File: config.mk
export PLATFORM = sky130hd
export DESIGN_NAME = vscale_mem_arbiter
export DESIGN_NICKNAME = d
export VERILOG_FILES = /design/src/rtl/vscale_mem_arbiter_pkg.sv /design/src/rtl/vscale_arb_burst_ctr.sv /design/src/rtl/vscale_mem_arbiter.sv
export SDC_FILE = /design/constraint.sdc
export NUM_CORES = 1
export LEC_CHECK = 0
export CORE_AREA = 2 2 108 110
export DETAILED_ROUTE_END_ITERATION = 10
export DIE_AREA = 0 0 110 112
export PLACE_DENSITY_LB_ADDON = 0.05
export SYNTH_ARGS = -nofsm -noshare
export SYNTH_HDL_FRONTEND = slang
export SYNTH_SLANG_ARGS = --single-unit
File: constraint.sdc
create_clock -name clk -period 2.2 [get_ports clk]
set_input_delay 0.33 -clock clk [delete_from_list [all_inputs] [get_ports clk]]
set_output_delay 0.33 -clock clk [all_outputs]
set_load 0.05 [all_outputs]
File: src/rtl/vscale_mem_arbiter_pkg.sv
// -----------------------------------------------------------------------------
// vscale_mem_arbiter_pkg
// Shared definitions for the imem/dmem memory-port arbiter:
//   - arb_owner_t : owner of the outstanding data phase (none, fetch, load/store)
//   - MEM_TYPE_W  : word access size in the codebase memory-size encoding
//   - burst_ctr_width() : width of the fetch-starvation counter for a given
//                         burst limit (never narrower than one bit)
// -----------------------------------------------------------------------------
package vscale_mem_arbiter_pkg;

  localparam int MEM_SIZE_WIDTH = 3;

  // Word size, same code the rest of the core uses for 32-bit accesses.
  localparam logic [MEM_SIZE_WIDTH-1:0] MEM_TYPE_W = 3'd2;

  typedef enum logic [1:0] {
    ARB_OWNER_NONE = 2'd0,
    ARB_OWNER_IMEM = 2'd1,
    ARB_OWNER_DMEM = 2'd2
  } arb_owner_t;

  // Counter must be able to hold the value burst itself.
  function automatic int burst_ctr_width(input int burst);
    return (burst < 1) ? 1 : $clog2(burst + 1);
  endfunction

endpackage

File: src/rtl/vscale_arb_burst_ctr.sv
// -----------------------------------------------------------------------------
// vscale_arb_burst_ctr
// Counts consecutive accepted dmem grants while a fetch is waiting and raises
// force_i once DMEM_BURST of them have gone by, so the fetch wins the next
// arbitration. DMEM_BURST = 0 disables the guard (strict dmem priority).
// Ports:
//   clk, reset_n : clock, asynchronous active-low reset
//   imem_en      : fetch request pending
//   accept_d     : dmem grant accepted this cycle (already excludes stalls)
//   accept_i     : imem grant accepted this cycle (already excludes stalls)
//   force_i      : fetch must be granted this cycle
// -----------------------------------------------------------------------------
module vscale_arb_burst_ctr
  import vscale_mem_arbiter_pkg::*;
#(
  parameter int DMEM_BURST = 4
) (
  input  logic clk,
  input  logic reset_n,
  input  logic imem_en,
  input  logic accept_d,
  input  logic accept_i,
  output logic force_i
);

  localparam int CW = burst_ctr_width(DMEM_BURST);
  localparam logic [CW-1:0] BURST_MAX = CW'(DMEM_BURST);

  logic [CW-1:0] burst_reg;
  logic [CW-1:0] burst_next;

  // With DMEM_BURST = 0 the saturation limit is 0, so the counter never moves
  // and force_i stays low.
  always_comb begin
    burst_next = burst_reg;
    if (!imem_en || accept_i) begin
      burst_next = '0;
    end else if (accept_d && (burst_reg != BURST_MAX)) begin
      burst_next = burst_reg + 1'b1;
    end
  end

  always_ff @(posedge clk or negedge reset_n) begin
    if (!reset_n) begin
      burst_reg <= '0;
    end else begin
      burst_reg <= burst_next;
    end
  end

  assign force_i = imem_en && (DMEM_BURST != 0) && (burst_reg == BURST_MAX);

endmodule

File: src/rtl/vscale_mem_arbiter.sv
// -----------------------------------------------------------------------------
// vscale_mem_arbiter
// Shares one two-phase (address, then data) memory port between the fetch
// (imem) and load/store (dmem) interfaces. dmem wins by default; a burst
// counter lets a waiting fetch through after DMEM_BURST dmem grants. The
// owner of the outstanding data phase is registered so read data, write
// data, wait and bad-memory status reach that owner only.
// Ports:
//   clk, reset_n          : clock, asynchronous active-low reset
//   imem_*                : fetch request (en, addr) / response (rdata, wait,
//                           badmem_e)
//   dmem_*                : load/store request (en, wen, size, addr,
//                           wdata_delayed in the data phase) / response
//   mem_*                 : shared memory port; en/wen/size/addr form the
//                           address phase, wdata/rdata/wait/badmem_e the
//                           data phase
// -----------------------------------------------------------------------------
module vscale_mem_arbiter
  import vscale_mem_arbiter_pkg::*;
#(
  parameter int DMEM_BURST = 4
) (
  input  logic        clk,
  input  logic        reset_n,
  // fetch side
  input  logic        imem_en,
  input  logic [31:0] imem_addr,
  output logic [31:0] imem_rdata,
  output logic        imem_wait,
  output logic        imem_badmem_e,
  // load/store side
  input  logic        dmem_en,
  input  logic        dmem_wen,
  input  logic [2:0]  dmem_size,
  input  logic [31:0] dmem_addr,
  input  logic [31:0] dmem_wdata_delayed,
  output logic [31:0] dmem_rdata,
  output logic        dmem_wait,
  output logic        dmem_badmem_e,
  // shared memory port
  output logic        mem_en,
  output logic        mem_wen,
  output logic [2:0]  mem_size,
  output logic [31:0] mem_addr,
  output logic [31:0] mem_wdata,
  input  logic [31:0] mem_rdata,
  input  logic        mem_wait,
  input  logic        mem_badmem_e
);

  arb_owner_t owner_reg;
  arb_owner_t owner_next;
  logic       wen_reg;
  logic       wen_next;

  logic stall;
  logic force_i;
  logic grant_d;
  logic grant_i;

  // mem_wait only matters while someone owns a data phase.
  assign stall = mem_wait && (owner_reg != ARB_OWNER_NONE);

  assign grant_d = !stall && dmem_en && !force_i;
  assign grant_i = !stall && imem_en && !grant_d;

  vscale_arb_burst_ctr #(
    .DMEM_BURST (DMEM_BURST)
  ) u_burst_ctr (
    .clk      (clk),
    .reset_n  (reset_n),
    .imem_en  (imem_en),
    .accept_d (grant_d),
    .accept_i (grant_i),
    .force_i  (force_i)
  );

  // Address phase: issued in the same cycle the request is seen.
  always_comb begin
    mem_en   = grant_d || grant_i;
    mem_wen  = 1'b0;
    mem_size = '0;
    mem_addr = '0;
    if (grant_d) begin
      mem_wen  = dmem_wen;
      mem_size = dmem_size;
      mem_addr = dmem_addr;
    end else if (grant_i) begin
      mem_size = MEM_TYPE_W;
      mem_addr = imem_addr;
    end
  end

  // The granted side owns the next data phase; a stalled data phase keeps
  // its owner until mem_wait drops.
  always_comb begin
    owner_next = owner_reg;
    wen_next   = wen_reg;
    if (!stall) begin
      wen_next = grant_d && dmem_wen;
      if (grant_d) begin
        owner_next = ARB_OWNER_DMEM;
      end else if (grant_i) begin
        owner_next = ARB_OWNER_IMEM;
      end else begin
        owner_next = ARB_OWNER_NONE;
      end
    end
  end

  always_ff @(posedge clk or negedge reset_n) begin
    if (!reset_n) begin
      owner_reg <= ARB_OWNER_NONE;
      wen_reg   <= 1'b0;
    end else begin
      owner_reg <= owner_next;
      wen_reg   <= wen_next;
    end
  end

  // A side waits if it asked and lost (stall included) or if it owns a data
  // phase that memory is extending.
  assign imem_wait = (imem_en && !grant_i) ||
                     ((owner_reg == ARB_OWNER_IMEM) && mem_wait);
  assign dmem_wait = (dmem_en && !grant_d) ||
                     ((owner_reg == ARB_OWNER_DMEM) && mem_wait);

  // Data phase routing.
  assign mem_wdata     = ((owner_reg == ARB_OWNER_DMEM) && wen_reg) ? dmem_wdata_delayed : 32'd0;
  assign imem_rdata    = (owner_reg == ARB_OWNER_IMEM) ? mem_rdata : 32'd0;
  assign dmem_rdata    = (owner_reg == ARB_OWNER_DMEM) ? mem_rdata : 32'd0;
  assign imem_badmem_e = (owner_reg == ARB_OWNER_IMEM) && mem_badmem_e;
  assign dmem_badmem_e = (owner_reg == ARB_OWNER_DMEM) && mem_badmem_e;

endmodule

# == Word-level counts from Yosys, hierarchy flattened ==
# Cells that the tools add are included.
# totals
register_bits,6
inputBits,138
out_inout_bits,137
elab_cells,46
# op_classes
n_addsub,1
eq_ne,4
muxes,12
n_reduce_logical,26
# op_table
cell,n
2-to-1 mux 32 bit,5
logical AND 1 bit,15
2-to-1 mux 3 bit,3
logical NOT 1 bit,5
logical OR 1 bit,4
2-to-1 mux 2 bit,2
nonzero test 2 bit,2
adder 3 x 1 -> 3 bit (second input constant),1
== test 3 bit (second input constant),1
inequality test 3 bit (second input constant),1
== test 2 x 1 -> 1 bit (second input constant),1
== test 2 bit (second input constant),1
2-to-1 mux 1 bit,2

# == Longest topological paths before layout ==
# Gate-level depths: netlist (run 1).
# logic_depth
word_depth,10
mapped_depth,7
depth_no_buf,5

# == By module ==
# A second synthesis (run 1) with hierarchy kept.
# unflattened
cells_unflattened,268
hier_area_um2,1602.8
# modules_own_cells
module,n_inst,cells_per_inst,area_per_inst_um2,seq_area_each_um2
vscale_mem_arbiter,1,250,1425.1,75.1
vscale_arb_burst_ctr,1,18,177.7,75.1

# == Worst setup path after synthesis (run 1) ==
# OpenSTA, ideal clock, no wires.
# synth_path
path_type,register to output
start,reg u_burst_ctr.burst_reg[0]
end,out mem_addr[18]
arrival_time_ns,1.940
t_required_ns,1.870
setup_slack_ns,-0.070
path_stages_with_launch,8
n_path_buf,2
cell_sequence,dfrtp_1 -> inv_1 -> ha_1 -> nand3_4 -> and2_1 -> buf_6 -> buf_6 -> o21ai_1
# synth_via
elab_chain_len,8
# synth_rtl
item,line_no,rtl
start: declaration,vscale_arb_burst_ctr.sv:29,logic [CW-1:0] burst_reg;
start signal: assignment,vscale_arb_burst_ctr.sv:47,burst_reg <= burst_next;
== test 3 bit (*),vscale_arb_burst_ctr.sv:51,assign force_i = imem_en && (DMEM_BURST != 0) && (burst_reg == BURST_MAX);
logical AND 1 bit (*),vscale_arb_burst_ctr.sv:51,
logical NOT 1 bit (*),vscale_mem_arbiter.sv:64,assign grant_d = !stall && dmem_en && !force_i;
logical AND 1 bit (*),vscale_mem_arbiter.sv:64,
logical NOT 1 bit,vscale_mem_arbiter.sv:65,assign grant_i = !stall && imem_en && !grant_d;
logical AND 1 bit,vscale_mem_arbiter.sv:65,
2-to-1 mux 32 bit,vscale_mem_arbiter.sv:88,end else if (grant_i) begin
2-to-1 mux 32 bit (*),vscale_mem_arbiter.sv:84,if (grant_d) begin
end: declaration,vscale_mem_arbiter.sv:44,"output logic [31:0] mem_addr,"
# Mark *: on every way between the ends. The rest lies on a longest branch, timed or not.

# == Worst setup path after layout (run 1) ==
# layout_path
start,reg u_burst_ctr.burst_reg[0]
end,out mem_addr[7]
# Same word-level chain as after synthesis.

==> out/metrics.yaml, run 1 <==
status: "completed"
power_density_mw_per_mm2: 398
vdd_ir_drop_max_v: 0.000216
die_w_um: 110
required_ns: 1.87
crit_arrival_ns: 1.78
maxCapViolCount: 0
post-route-period-util_pct: 96.0
ys_async_sr_fraction_pct: 100
r2r-start: "owner_reg[0]"
slowest_delay_ns: 0.39
drt_iter0_drc: 155
fin_skew_ns: 0.00305
grt_max_degree: 66
grt_first_pass_wirelength_um: 16900
drt-met1-wl_um: 3780
crit_family: "buffers and inverters"
finalHoldViolations: 0
ys_types: 25
total_power_mw: 2.48
cp_max_fo: 15
cts-root-buf: "clkbuf_16"
io_buffer_count: 274
initial_utilization_pct: 15.6
dieArea_mm2: 0.0123
max_clock_freq_mhz: 474
met3_length_um: 1320
relSlewSlack_pct: 78.8
die_height_um: 112
wl_per_cell_um: 16.5
synth_edf_count: 0
synth_top_family_by_area: "simple AND/OR/NAND/NOR gates"
syn_area_per_cell_um2: 6.24
startpoint: "u_burst_ctr.burst_reg[0]"
largest_register_ffs: 3
crit_end: "mem_addr[7]"
dr.pass1.iters: 4
via_count: 3097
cp.depth: 7
hold_path.class: "in2async"
cts_hold_buf: 0
fin_nets: 681
grt_usage_pct: 17.5
routed_via_density: 4.54
hpwlAfterDp_um: 9340
clock_sinks: 6
top_layer: "met4"
rsz0062_at_grt: "false"
met2_length_um: 5870
synth_ff_type: "dfrtp_1"
r2r-end: "u_burst_ctr.burst_reg[2]"
drt-total-wl_um: 11200
insertion_delay_ns: 0.23
drc: 0
synthMuxAreaShare_pct: 0
period_needed_ns: 2.11
drive_above_1_share_pct: 35.4
cts_max_level: 1
gr-total-overflow: 0
path_buf_inv: 3
postRouteAntennaNets: 0
rows: 39
synth_area_mm2: 0.00175
cp-start-kind: "flop"
fin_util_pct: 55.8
slew_violations: 0
ys_seq_area_share_pct: 8.60
setup_viol_count_final: 0
cp_slowest_cell: "dfrtp_1"
fillers: 982
design.core.area_mm2: 0.0112
synth_compound_area_share_pct: 15.2
tritoncts: "built"
worst_slew_pin_slew_ns: 0.316
antenna_found_initial: 0
clk_pin_slew_ns: 0.03
syn_nets: 420
io_pins: 275
syn_to_final_growth_pct: 257
synth_simple_gate_area_share_pct: 63.8
syn_inst: 280
cts_buffers: 3
r2r_slack_ns: 0.84
crit_path_frequent_cell: "buf_12"
yosysWarningCount: 0
critical_path_class: "reg2out"
crit_chain: "inv_1, ha_2, nand3_4, and2_4, buf_12, o21ai_2, buf_12"
synthXorXnorAreaFrac_pct: 0
num_antenna_cells: 0
synth_fa_ha_area_share_pct: 1.43
grt_pass1_vias: 3020
leakage_nw: 2.59
worst_setup_path_end_kind: "output pin"
reg2reg_depth: 4
cts.path.max_buffers: 2
gp_congestion: 0.818
ys_ff_latch: 6
-- kinds of logic (layout without fill, tap and decap cells) --
kind of cell	Yosys count	after routing
AO/OA/AOI/OAI	44	44
adder cells (fa/ha/maj)	2	2
buffers and inverters	39	298
flip-flops	6	6
AND/OR/NAND/NOR	189	189
-- worst min path at each step --
stage	to	slack, ns	cells after the start
final	u_burst_ctr.burst_reg[2]	0.36	1
after global routing	u_burst_ctr.burst_reg[2]	0.39	1
after CTS	u_burst_ctr.burst_reg[2]	0.38	1
after detailed placement	u_burst_ctr.burst_reg[1]	0.54	2
after global placement	u_burst_ctr.burst_reg[1]	0.53	2
after floorplan	owner_reg[0]	0.03	0
-- cell usage in the layout, fill, tap and decap left out --
master,netlist,final
nand4b_1,1,1
nand4_1,34,34
buf_4,1,13
and2_1,67,66
a221o_1,1,1
nand2_1,11,11
o21ai_1,28,7
and2_4,0,1
nand3_1,34,34
o21ai_2,8,26
and3_1,34,34
o2bb2ai_1,1,1
nor2b_2,0,1
buf_12,0,141
o21a_1,1,1
o21ai_4,0,3
and2b_1,1,1
nor2_1,5,5
dfrtp_1,6,6
clkdlybuf4s50_1,0,137
a21o_1,1,1
clkbuf_16,0,3
inv_1,3,3
nand3_4,1,1
a31oi_1,1,1
buf_8,0,1
ha_1,2,1
a21oi_1,3,3
ha_2,0,1
-- final cells by class --
type / count / area [um2] / area share, %
sequential: 6 / 150 / 2.41
inverter: 3 / 11.3 / 0.181
clock buffer: 3 / 75.1 / 1.20
tap: 143 / 179 / 2.87
multi-input combinational: 235 / 1510 / 24.3
timing repair buffer: 292 / 4310 / 69.1
-- where the power goes --
group / internal (mW) / switching [mW]
sequential: 0.119 / 0.0103
clock: 0.233 / 0.0585
combinational: 1.00 / 1.06
total: 1.36 / 1.13
-- layer usage --
metal	global-route usage, %	vias up
met5	0	-
met4	4.89	0
met3	6.85	16
met2	31.7	160
met1	18.5	1394
li1	-	1527
-- synthesized netlist by cell type (4+ instances only) --
cell | number | area, um2
and2_1 | 67 | 419
and3_1 | 34 | 213
nand3_1 | 34 | 170
nand4_1 | 34 | 213
o21ai_1 | 28 | 140
clkbuf_1 | 22 | 82.6
nand2_1 | 11 | 41.3
buf_2 | 9 | 45.0
o21ai_2 | 8 | 70.1
dfrtp_1 | 6 | 150
nor2_1 | 5 | 18.8
buf_6 | 4 | 45.0
-- what timing repair did --
item	4_1_cts	5_1_grt
setup endpoints to repair	27	30
pin swaps	0	0
buffers inserted	0	2
resized for setup	5	8
-- per-stage QoR --
| stage | TNS [ns] | std cells | instance area [um2] | hold WS [ns] | setup slack (ns) |
|---|---|---|---|---|---|
| 2_1_floorplan | -0.632 | 280 | 1800 | 0.0344 | -0.0702 |
| 3_3_place_gp | -0.0115 | 677 | 6090 | 0.533 | -0.00952 |
| 3_5_place_dp | -0.0133 | 677 | 6090 | 0.537 | -0.00866 |
| 4_1_cts | 0 | 680 | 6180 | 0.375 | 0.00808 |
| 5_1_grt | 0 | 682 | 6240 | 0.389 | 0.00957 |
| 6_report | 0 | 682 | 6240 | 0.364 | 0.0887 |
Power figures use the tool's default switching activity.
==> inputs of run 2 (changes only) <==
Settings changed: CAP_MARGIN set to 20.
==> results of run 2 <==
Same layout as run 1: the final DEF is identical, and so are final timing and power.
==> inputs of run 3 (changes only) <==
Settings changed: CAP_MARGIN 20 to 10, MAX_ROUTING_LAYER set to met4.
==> out/metrics.yaml, run 3 (same netlist as run 1, synthesis figures left out) <==
grt_pass1_vias: 3040  # +0.66%
initial_utilization_pct: 15.6  # unchanged
final_cell_mix: "buf_12, clkdlybuf4s50_1, and2_1"
drive_above_1_share_pct: 35.6  # +0.12 points
hold_path.class: "in2async"
dieArea_mm2: 0.0123  # unchanged
gr-total-overflow: 0  # unchanged
tns_ns: 0  # unchanged
status: "completed"
post-route-period-util_pct: 96.6  # +0.64 points
final_common_cell: "buf_12"
cts_hold_buf: 0  # unchanged
required_ns: 1.87  # about the same
grt_max_degree: 66  # unchanged
leakage_nw: 2.60  # +0.19%
max_clock_freq_mhz: 471  # -0.66%
clk_pin_slew_ns: 0.03  # about the same
via_count: 3116  # +0.61%
cts.path.max_buffers: 2  # unchanged
grt_first_pass_wirelength_um: 16900  # -0.21%
grt_usage_pct: 18.0  # +0.50 points
setup_viol_count_final: 0  # unchanged
tritoncts: "built"
period_needed_ns: 2.13  # +0.0140 ns
combinationalPowerShare_pct: 83.1  # about the same
swShare_pct: 45.3  # about the same
syn_to_final_growth_pct: 257
largest_register_ffs: 3  # unchanged
io_buffer_count: 274  # unchanged
drt_iter0_drc: 155  # unchanged
multi_input_area_mm2: 0.00151  # unchanged
worst_slew_pin_slew_ns: 0.314  # -0.00196 ns
drt-total-wl_um: 11300  # +0.19%
die_height_um: 112  # unchanged
fin_skew_ns: 0.00312  # +0.0000746 ns
p_sw_mw: 1.13  # about the same
cp_max_fo: 15  # unchanged
hpwlAfterDp_um: 9340  # unchanged
rows: 39  # unchanged
fin_nets: 682  # +0.15%
cts_max_level: 1  # unchanged
insertion_delay_ns: 0.23  # about the same
critical_path_class: "reg2out"
dr.pass1.iters: 4  # unchanged
finalHoldViolations: 0  # unchanged
crit_arrival_ns: 1.80  # +0.02 ns
wl_per_cell_um: 16.5  # about the same
num_antenna_cells: 0  # unchanged
postRouteAntennaNets: 0  # unchanged
antenna_found_initial: 0  # unchanged
power_frac_seq_pct: 5.2  # about the same
vdd_ir_drop_max_v: 0.000214  # -0.90%
fillers: 982  # unchanged
routed_via_density: 4.56  # +0.47%
cts-root-buf: "clkbuf_16"
power_frac_clock_pct: 11.7  # about the same
clock_sinks: 6  # unchanged
maxCapViolCount: 0  # unchanged
rsz0062_at_grt: "false"
cts_buffers: 3  # unchanged
gp_congestion: 0.830  # +1.5%
io_pins: 275  # unchanged
p_int_mw: 1.36  # about the same
design.core.area_mm2: 0.0112  # unchanged
worst_setup_path_end_kind: "output pin"
cp-start-kind: "flop"
total_power_mw: 2.48  # about the same
drc: 0  # unchanged
ff_latch_area_um2: 150  # unchanged
power_density_mw_per_mm2: 398  # about the same
die_w_um: 110  # unchanged
relSlewSlack_pct: 79.0  # +0.13 points
slew_violations: 0  # unchanged
## run 3: final timing paths
path                       slack (ns)  cells past startpoint                       end                     start
setup / recovery                 0.07                      7               mem_addr[7]  u_burst_ctr.burst_reg[0]
hold / removal                   0.36                      1  u_burst_ctr.burst_reg[2]                   reset_n
setup reg to reg                 0.85                      4  u_burst_ctr.burst_reg[2]              owner_reg[0]
hold reg to reg                  0.54                      2  u_burst_ctr.burst_reg[1]  u_burst_ctr.burst_reg[1]
max in group asynchronous        1.60                      1                   wen_reg                   reset_n
min in group clk                 0.54                      2  u_burst_ctr.burst_reg[1]  u_burst_ctr.burst_reg[1]
## run 3: routing by layer
layer,track usage [%],up-vias,part of all wire [%]
met3,6.03,16,11
met4,4.89,0,2.2
li1,-,1529,-
met5,-,-,0
met2,31.8,160,53
met1,18.8,1411,34
## run 3: worst max-delay path: stages, from the launching register on
cell     delay [ns]
dfrtp_1        0.39
inv_1          0.09
ha_2           0.22
nand3_4        0.09
and2_4         0.23
buf_12         0.17
o21ai_2        0.20
buf_12         0.16
## run 3: repair_timing
item	CTS	global route
pin swaps	0	0
resized for setup	5	8
endpoints found under the setup margin	27	30
buffers inserted	0	3
endpoints found under the hold margin	0	0
## run 3: layout make-up
cell class	instances	share of cell area, %
clock buffer	3	1.20
sequential	6	2.40
multi-input combinational	235	24.2
timing repair buffer	293	69.1
inverter	3	0.180
tap	143	2.87
## run 3: per-stage QoR
stage | hold slack [ns] | instance area, um2 | worst slack (ns) | utilization, % | std cells
after detailed placement | 0.537 | 6090 | -0.00866 | 54.5 | 677
after global routing | 0.389 | 6240 | 0.00432 | 55.9 | 683
after floorplan | 0.0344 | 1800 | -0.0702 | - | 280
after global placement | 0.533 | 6090 | -0.00952 | 54.5 | 677
after CTS | 0.375 | 6180 | 0.00808 | 55.3 | 680
final | 0.362 | 6240 | 0.0746 | 55.9 | 683
## run 3: power by group through the flow
stage / Sequential, mW / Clock [mW] / Combinational [mW]
after detailed placement: 0.131 / 0 / 2.06
after CTS: 0.130 / 0.296 / 2.07
after floorplan: 0.128 / 0 / 0.926
after global placement: 0.130 / 0 / 2.05
final: 0.129 / 0.291 / 2.06
after global routing: 0.131 / 0.310 / 2.15
